### src/rtl/riscv_debug_pkg.sv
// Shared debug-module types: abstract command layout, cmderr codes, GPR range, FSM states.
package riscv_debug_pkg;

  localparam int unsigned XLEN     = 32;
  localparam int unsigned RegAddrW = 5;
  localparam int unsigned CmdErrW  = 3;

  // Abstract "access register" command word, MSB first.
  typedef struct packed {
    logic [7:0]  cmdtype;
    logic        rsvd23;
    logic [2:0]  aarsize;
    logic        aarpostincrement;
    logic        postexec;
    logic        transfer;
    logic        write;
    logic [15:0] regno;
  } access_reg_cmd_t;

  typedef enum logic [CmdErrW-1:0] {
    CMDERR_NONE          = 3'd0,
    CMDERR_BUSY          = 3'd1,
    CMDERR_NOT_SUPPORTED = 3'd2,
    CMDERR_EXCEPTION     = 3'd3,
    CMDERR_HALT_RESUME   = 3'd4,
    CMDERR_BUS           = 3'd5,
    CMDERR_OTHER         = 3'd7
  } cmderr_e;

  // regno window mapping to x0..x31
  localparam logic [15:0] GPR_REGNO_FIRST = 16'h1000;
  localparam logic [15:0] GPR_REGNO_LAST  = 16'h101F;

  // aarsize encoding for 32-bit accesses
  localparam logic [2:0] AARSIZE_32 = 3'd2;

  typedef enum logic [1:0] {
    ST_IDLE   = 2'd0,
    ST_REQ    = 2'd1,
    ST_WAIT_R = 2'd2
  } dm_cmd_state_e;

endpackage

### src/rtl/dm_abstract_cmd.sv
// Executes abstract access-register commands against the hart GPR port.
module dm_abstract_cmd
  import riscv_debug_pkg::*;
#(
  parameter int unsigned TIMEOUT = 255
) (
  input  logic                clk,
  input  logic                rst,
  input  logic                cmd_valid_i,
  input  logic [XLEN-1:0]     command_i,
  input  logic [XLEN-1:0]     data0_i,
  input  logic [CmdErrW-1:0]  cmderr_clr_i,
  input  logic                hart_halted_i,
  output logic                busy_o,
  output logic [CmdErrW-1:0]  cmderr_o,
  output logic                data0_we_o,
  output logic [XLEN-1:0]     data0_o,
  output logic                reg_req_o,
  output logic                reg_we_o,
  output logic [RegAddrW-1:0] reg_addr_o,
  output logic [XLEN-1:0]     reg_wdata_o,
  input  logic                reg_gnt_i,
  input  logic                reg_rvalid_i,
  input  logic [XLEN-1:0]     reg_rdata_i
);

  localparam int unsigned CntW = 8;
  localparam logic [CntW-1:0] CntLast = CntW'(TIMEOUT - 1);

  dm_cmd_state_e         state_q, state_d;
  logic [CntW-1:0]       cnt_q, cnt_d;
  cmderr_e               cmderr_q, cmderr_d;
  logic                  we_q, we_d;
  logic [RegAddrW-1:0]   addr_q, addr_d;
  logic [XLEN-1:0]       wdata_q, wdata_d;
  logic [XLEN-1:0]       data0_q, data0_d;
  logic                  data0_we_q, data0_we_d;

  access_reg_cmd_t cmd;
  logic            regno_is_gpr;
  logic            timed_out;

  assign cmd          = access_reg_cmd_t'(command_i);
  assign regno_is_gpr = (cmd.regno >= GPR_REGNO_FIRST) && (cmd.regno <= GPR_REGNO_LAST);
  assign timed_out    = (cnt_q == CntLast);

  // Next state: command acceptance, GPR handshake, timeout and sticky cmderr.
  always_comb begin
    state_d    = state_q;
    cnt_d      = cnt_q;
    we_d       = we_q;
    addr_d     = addr_q;
    wdata_d    = wdata_q;
    data0_d    = data0_q;
    data0_we_d = 1'b0;
    // Clear first so that any error raised below in this cycle overrides it.
    cmderr_d   = cmderr_e'(CmdErrW'(cmderr_q) & ~cmderr_clr_i);

    if (state_q != ST_IDLE && cmd_valid_i && cmderr_q == CMDERR_NONE) begin
      cmderr_d = CMDERR_BUSY;
    end

    unique case (state_q)
      ST_IDLE: begin
        if (cmd_valid_i && cmderr_q == CMDERR_NONE) begin
          cnt_d = '0;
          if (cmd.cmdtype != 8'd0 || cmd.postexec) begin
            cmderr_d = CMDERR_NOT_SUPPORTED;
          end else if (cmd.transfer && cmd.aarsize != AARSIZE_32) begin
            cmderr_d = CMDERR_NOT_SUPPORTED;
          end else if (!hart_halted_i) begin
            cmderr_d = CMDERR_HALT_RESUME;
          end else if (cmd.transfer && !regno_is_gpr) begin
            cmderr_d = CMDERR_EXCEPTION;
          end else if (cmd.transfer) begin
            state_d = ST_REQ;
            we_d    = cmd.write;
            addr_d  = cmd.regno[RegAddrW-1:0];
            wdata_d = data0_i;
          end
        end
      end
      ST_REQ: begin
        cnt_d = cnt_q + CntW'(1);
        if (reg_gnt_i) begin
          if (we_q) begin
            state_d = ST_IDLE;
          end else if (reg_rvalid_i) begin
            data0_d    = reg_rdata_i;
            data0_we_d = 1'b1;
            state_d    = ST_IDLE;
          end else begin
            state_d = ST_WAIT_R;
          end
        end else if (timed_out) begin
          cmderr_d = CMDERR_OTHER;
          state_d  = ST_IDLE;
        end
      end
      ST_WAIT_R: begin
        cnt_d = cnt_q + CntW'(1);
        if (reg_rvalid_i) begin
          data0_d    = reg_rdata_i;
          data0_we_d = 1'b1;
          state_d    = ST_IDLE;
        end else if (timed_out) begin
          cmderr_d = CMDERR_OTHER;
          state_d  = ST_IDLE;
        end
      end
      default: state_d = ST_IDLE;
    endcase
  end

  // State and datapath registers.
  always_ff @(posedge clk or posedge rst) begin
    if (rst) begin
      state_q    <= ST_IDLE;
      cnt_q      <= '0;
      cmderr_q   <= CMDERR_NONE;
      we_q       <= 1'b0;
      addr_q     <= '0;
      wdata_q    <= '0;
      data0_q    <= '0;
      data0_we_q <= 1'b0;
    end else begin
      state_q    <= state_d;
      cnt_q      <= cnt_d;
      cmderr_q   <= cmderr_d;
      we_q       <= we_d;
      addr_q     <= addr_d;
      wdata_q    <= wdata_d;
      data0_q    <= data0_d;
      data0_we_q <= data0_we_d;
    end
  end

  assign busy_o      = (state_q != ST_IDLE);
  assign reg_req_o   = (state_q == ST_REQ);
  assign reg_we_o    = we_q;
  assign reg_addr_o  = addr_q;
  assign reg_wdata_o = wdata_q;
  assign cmderr_o    = CmdErrW'(cmderr_q);
  assign data0_o     = data0_q;
  assign data0_we_o  = data0_we_q;

endmodule

### config.mk
export PLATFORM = sky130hd
export DESIGN_NAME = dm_abstract_cmd
export DESIGN_NICKNAME = d
export VERILOG_FILES = /design/src/rtl/riscv_debug_pkg.sv /design/src/rtl/dm_abstract_cmd.sv
export SDC_FILE = /design/constraint.sdc
export NUM_CORES = 1
export LEC_CHECK = 0
export BUFFER_PORTS_ARGS = -buffer_cell sky130_fd_sc_hd__buf_2
export CELL_PAD_IN_SITES_DETAIL_PLACEMENT = 1
export CELL_PAD_IN_SITES_GLOBAL_PLACEMENT = 1
export CORE_ASPECT_RATIO = 1.25
export CORE_MARGIN = 2
export CORE_UTILIZATION = 38
export DETAILED_ROUTE_END_ITERATION = 12
export GPL_TIMING_DRIVEN = 0
export PLACE_DENSITY_LB_ADDON = 0.12
export SETUP_SLACK_MARGIN = 0.2
export SYNTH_ARGS = -nofsm -noshare
export SYNTH_HDL_FRONTEND = slang
export SYNTH_SLANG_ARGS = --single-unit
### constraint.sdc
create_clock -name clk -period 5 [get_ports clk]
set_input_delay 0.25 -clock clk [delete_from_list [all_inputs] [get_ports clk]]
set_output_delay 0.25 -clock clk [all_outputs]
set_load 0.02 [all_outputs]
==> summary.md <==
| Metric | Value |
|---|---|
| Top cell type's share of synthesized area | 56.1% |
| CP Launch Type | flip-flop |
| Hold_sp | hart_halted_i |
| Antenna Cells | 0 |
| DR pass1 iterations | 4 |
| Sequential fraction of the synthesis area | between 50% and 60% |
| Period utilization | between 40 and 50% |
| Overall routing resource usage | 20.1% |
| Vias per cell | slightly above 5 |
| Final Slew Violations | 0 |
| Synth Register Bits | 84 |
| # DRC | 0 |
| Synth area leader | dfrtp_1 |
| Largest cells by area after synthesis | dfrtp_1, mux2_2, mux2_4 |
| Setup TNS | 0 ps |
| Layout cells sized above 1 | 59.0% |
| Routed wire per std cell | ~17 um |
| GP Congestion | about 0.76 |
| Worst Max-Slew Pin Slew | 869 ps |
| Post-synth cell types | 45 |
| Hold/Removal Path Class | in -> reg |
| Post-synth top flop | dfrtp_1 |
| PD cells | roughly 320 nW/um^2 |
| Row count | 40 |
| Initial antenna violation count | 0 |
| CTS tree | done |
| Die ar. | ~11000 um^2 |
| Clk_lat worst skew | between 300 and 400 ps |
| Reg2reg setup slack | about 2600 ps |
| WP data required | ~5200 ps |
| CTS Buffer Depth | 2 |
| Die Ht | ~120 um |
| Initial Util | around 40% |
| DIE WIDTH | between 90 and 100 um |
| Avg Cell Area, Syn | roughly 14 um^2 |
| CTS Root Cell | clkbuf_16 |
| H-tree levels | 3 |
| Crit end category | flip-flop |
| Slew HR | between 40% and 50% |
| LEAKAGE | 2.95 nW |
| Minimum clock period | approximately 2400 ps |
| Ys async rst share | 100% |
| Buffers added on ports | approximately 180 |
| Number of DRC markers in iteration 0 | a little over 80 |
| CTS Sinks | 84 |
| Total Wirelength | between 10000 and 15000 um |
| Vias in the first global route | 3330 |
| Yosys synthesis warning count | 0 |
| Fin nets | 572 |
| Commonest non-fill, non-tap cell in the layout | buf_2 |
| Peak VDD IR | between 0.00015 and 0.0002 V |
| Most frequent cells in the layout | buf_2, dfrtp_1, mux2_2 |
| Cts repair resizes | 0 |
| RSZ-0062 raised after global routing | no |
| Hold endpoint | cmderr_o[2] |
| Crit Path Class | reg -> reg |
| Largest net degree at the start of global routing | 60 |
| Clock-pin slew on the worst setup and hold paths | around 60 ps |
| Setup Skew | roughly 7.7 ps |
| R2r endpoint | data0_o[15] |
| Fmax | just over 0.4 GHz |
| Synthesized instance count | 270 |
| EDFF count, synth | 0 |
| Area Overhead vs Synth | 37.4% |
| I/O pins | roughly 180 |
| First-pass GRT wire length | between 15000 and 20000 um |
| Setup-failing EPs final | 0 |
| ANT nets after route | 0 |
| Critical Path Fanout Max | 10 |
| R2r startpoint | state_q[1] |
| Hold path depth | 2 |
| Vias after detailed routing | 2985 |
| Hold Fails Final Rpt | 0 |
| TritonCTS buffer count | 9 |
| Maxcap violations | 0 |
| Reg2reg path depth | 6 |
| Synthesized cell area | 3750 um^2 |
| Status | complete, no violations |
| Hold WS | between 100 and 150 ps |
| GRT overflow | 0 |
| Synthesized Nets | 381 |
| CP arrival | approximately 2700 ps |
| DPL Wire Length | approximately 7800 um |
| Core area | approximately 9600 um^2 |
## per-stage QoR
step	utilization (%)	power [mW]	cell area (um^2)	setup WS (ps)	cells
after floorplan	-	0.879	3750	2580	270
after global placement	49.9	0.978	4800	1490	574
after detailed placement	50.2	0.992	4830	2470	575
after CTS	53.6	1.69	5150	2460	592
after global routing	53.6	1.73	5150	2350	592
final	53.6	1.66	5150	2560	592
## worst max path at each step
stage                     from           to  depth (start not counted)
finish              state_q[1]  data0_o[15]                          6
global route        state_q[1]  data0_o[25]                          6
CTS                 state_q[1]  data0_o[25]                          6
detailed placement  state_q[1]  data0_o[19]                          6
global placement           rst  data0_o[24]                          2
floorplan                  rst  cmderr_o[0]                          1
## state kept, by name, indices dropped and copies added (netlist names)
| name | flops |
|---|---|
| cnt_q | 8 |
| data0_we_o | 1 |
| data0_o | 32 |
| reg_wdata_o | 32 |
| cmderr_o | 3 |
| state_q | 2 |
| reg_we_o | 1 |
| reg_addr_o | 5 |
## logic make-up after synthesis
family | Yosys count | synth area share (%)
flip-flops | 84 | 56.1
multiplexers | 72 | 23.6
AND/OR/NAND/NOR | 48 | 7.51
adder cells (fa/ha/maj) | 6 | 2.00
buffers and inverters | 20 | 2.64
XOR/XNOR | 1 | 0.234
AO/OA/AOI/OAI | 39 | 7.91
## worst max-delay path, cell delays in order (launching register included)
cell and delay, ps:
dfrtp_1 420, inv_1 90, ha_1 350, nand2_1 80, a21oi_1 450, clkbuf_1 510
mux2_2 420
## power by group
part | switching, mW | internal, mW | total [mW]
clock | 0.269 | 0.415 | 0.684
combinational | 0.129 | 0.0997 | 0.229
sequential | 0.0240 | 0.724 | 0.748
total | 0.422 | 1.24 | 1.66
## layer usage
metal / wire, um / GRT usage, % / vias up / part of all wire (%)
met2: 5570 / 36.9 / 98 / 54
met3: 684 / 7.34 / 22 / 6.7
li1: - / - / 1373 / -
met5: 0 / 0 / - / 0
met1: 3720 / 20.4 / 1492 / 36
met4: 268 / 8.63 / 0 / 2.6
## area by class of cell
cell class                 count  area, um^2
buffer                        10        61.3
clock buffer                  11         253
clock inverter                 5        60.1
fill                        1075        4460
inverter                      10        40.0
multi-input combinational    166        1550
sequential                    84        2100
tap                          126         158
timing repair buffer         180         928
## cells in the mapped netlist (2+ instances only)
master / number
nor2_1: 7
a31oi_1: 2
nor4_1: 3
a21o_1: 3
nand3_1: 10
a32o_1: 2
o2bb2ai_1: 2
buf_6: 3
nor3_1: 3
inv_1: 10
a21oi_1: 5
o21ai_0: 6
a211oi_1: 2
nor3b_1: 3
nand4_1: 3
mux2_2: 51
nand2_1: 8
clkbuf_1: 6
a22o_1: 4
mux2_4: 20
ha_1: 6
nand2b_1: 3
o211ai_1: 2
dfrtp_1: 84
a311oi_1: 2
## what timing repair did
| item | 4_1_cts | 5_1_grt |
|---|---|---|
| endpoints found under the hold margin | 25 | 0 |
| setup buffers | 0 | 0 |
| hold buffers | 1 | 0 |
No activity file was read; power rests on OpenSTA's default activity.
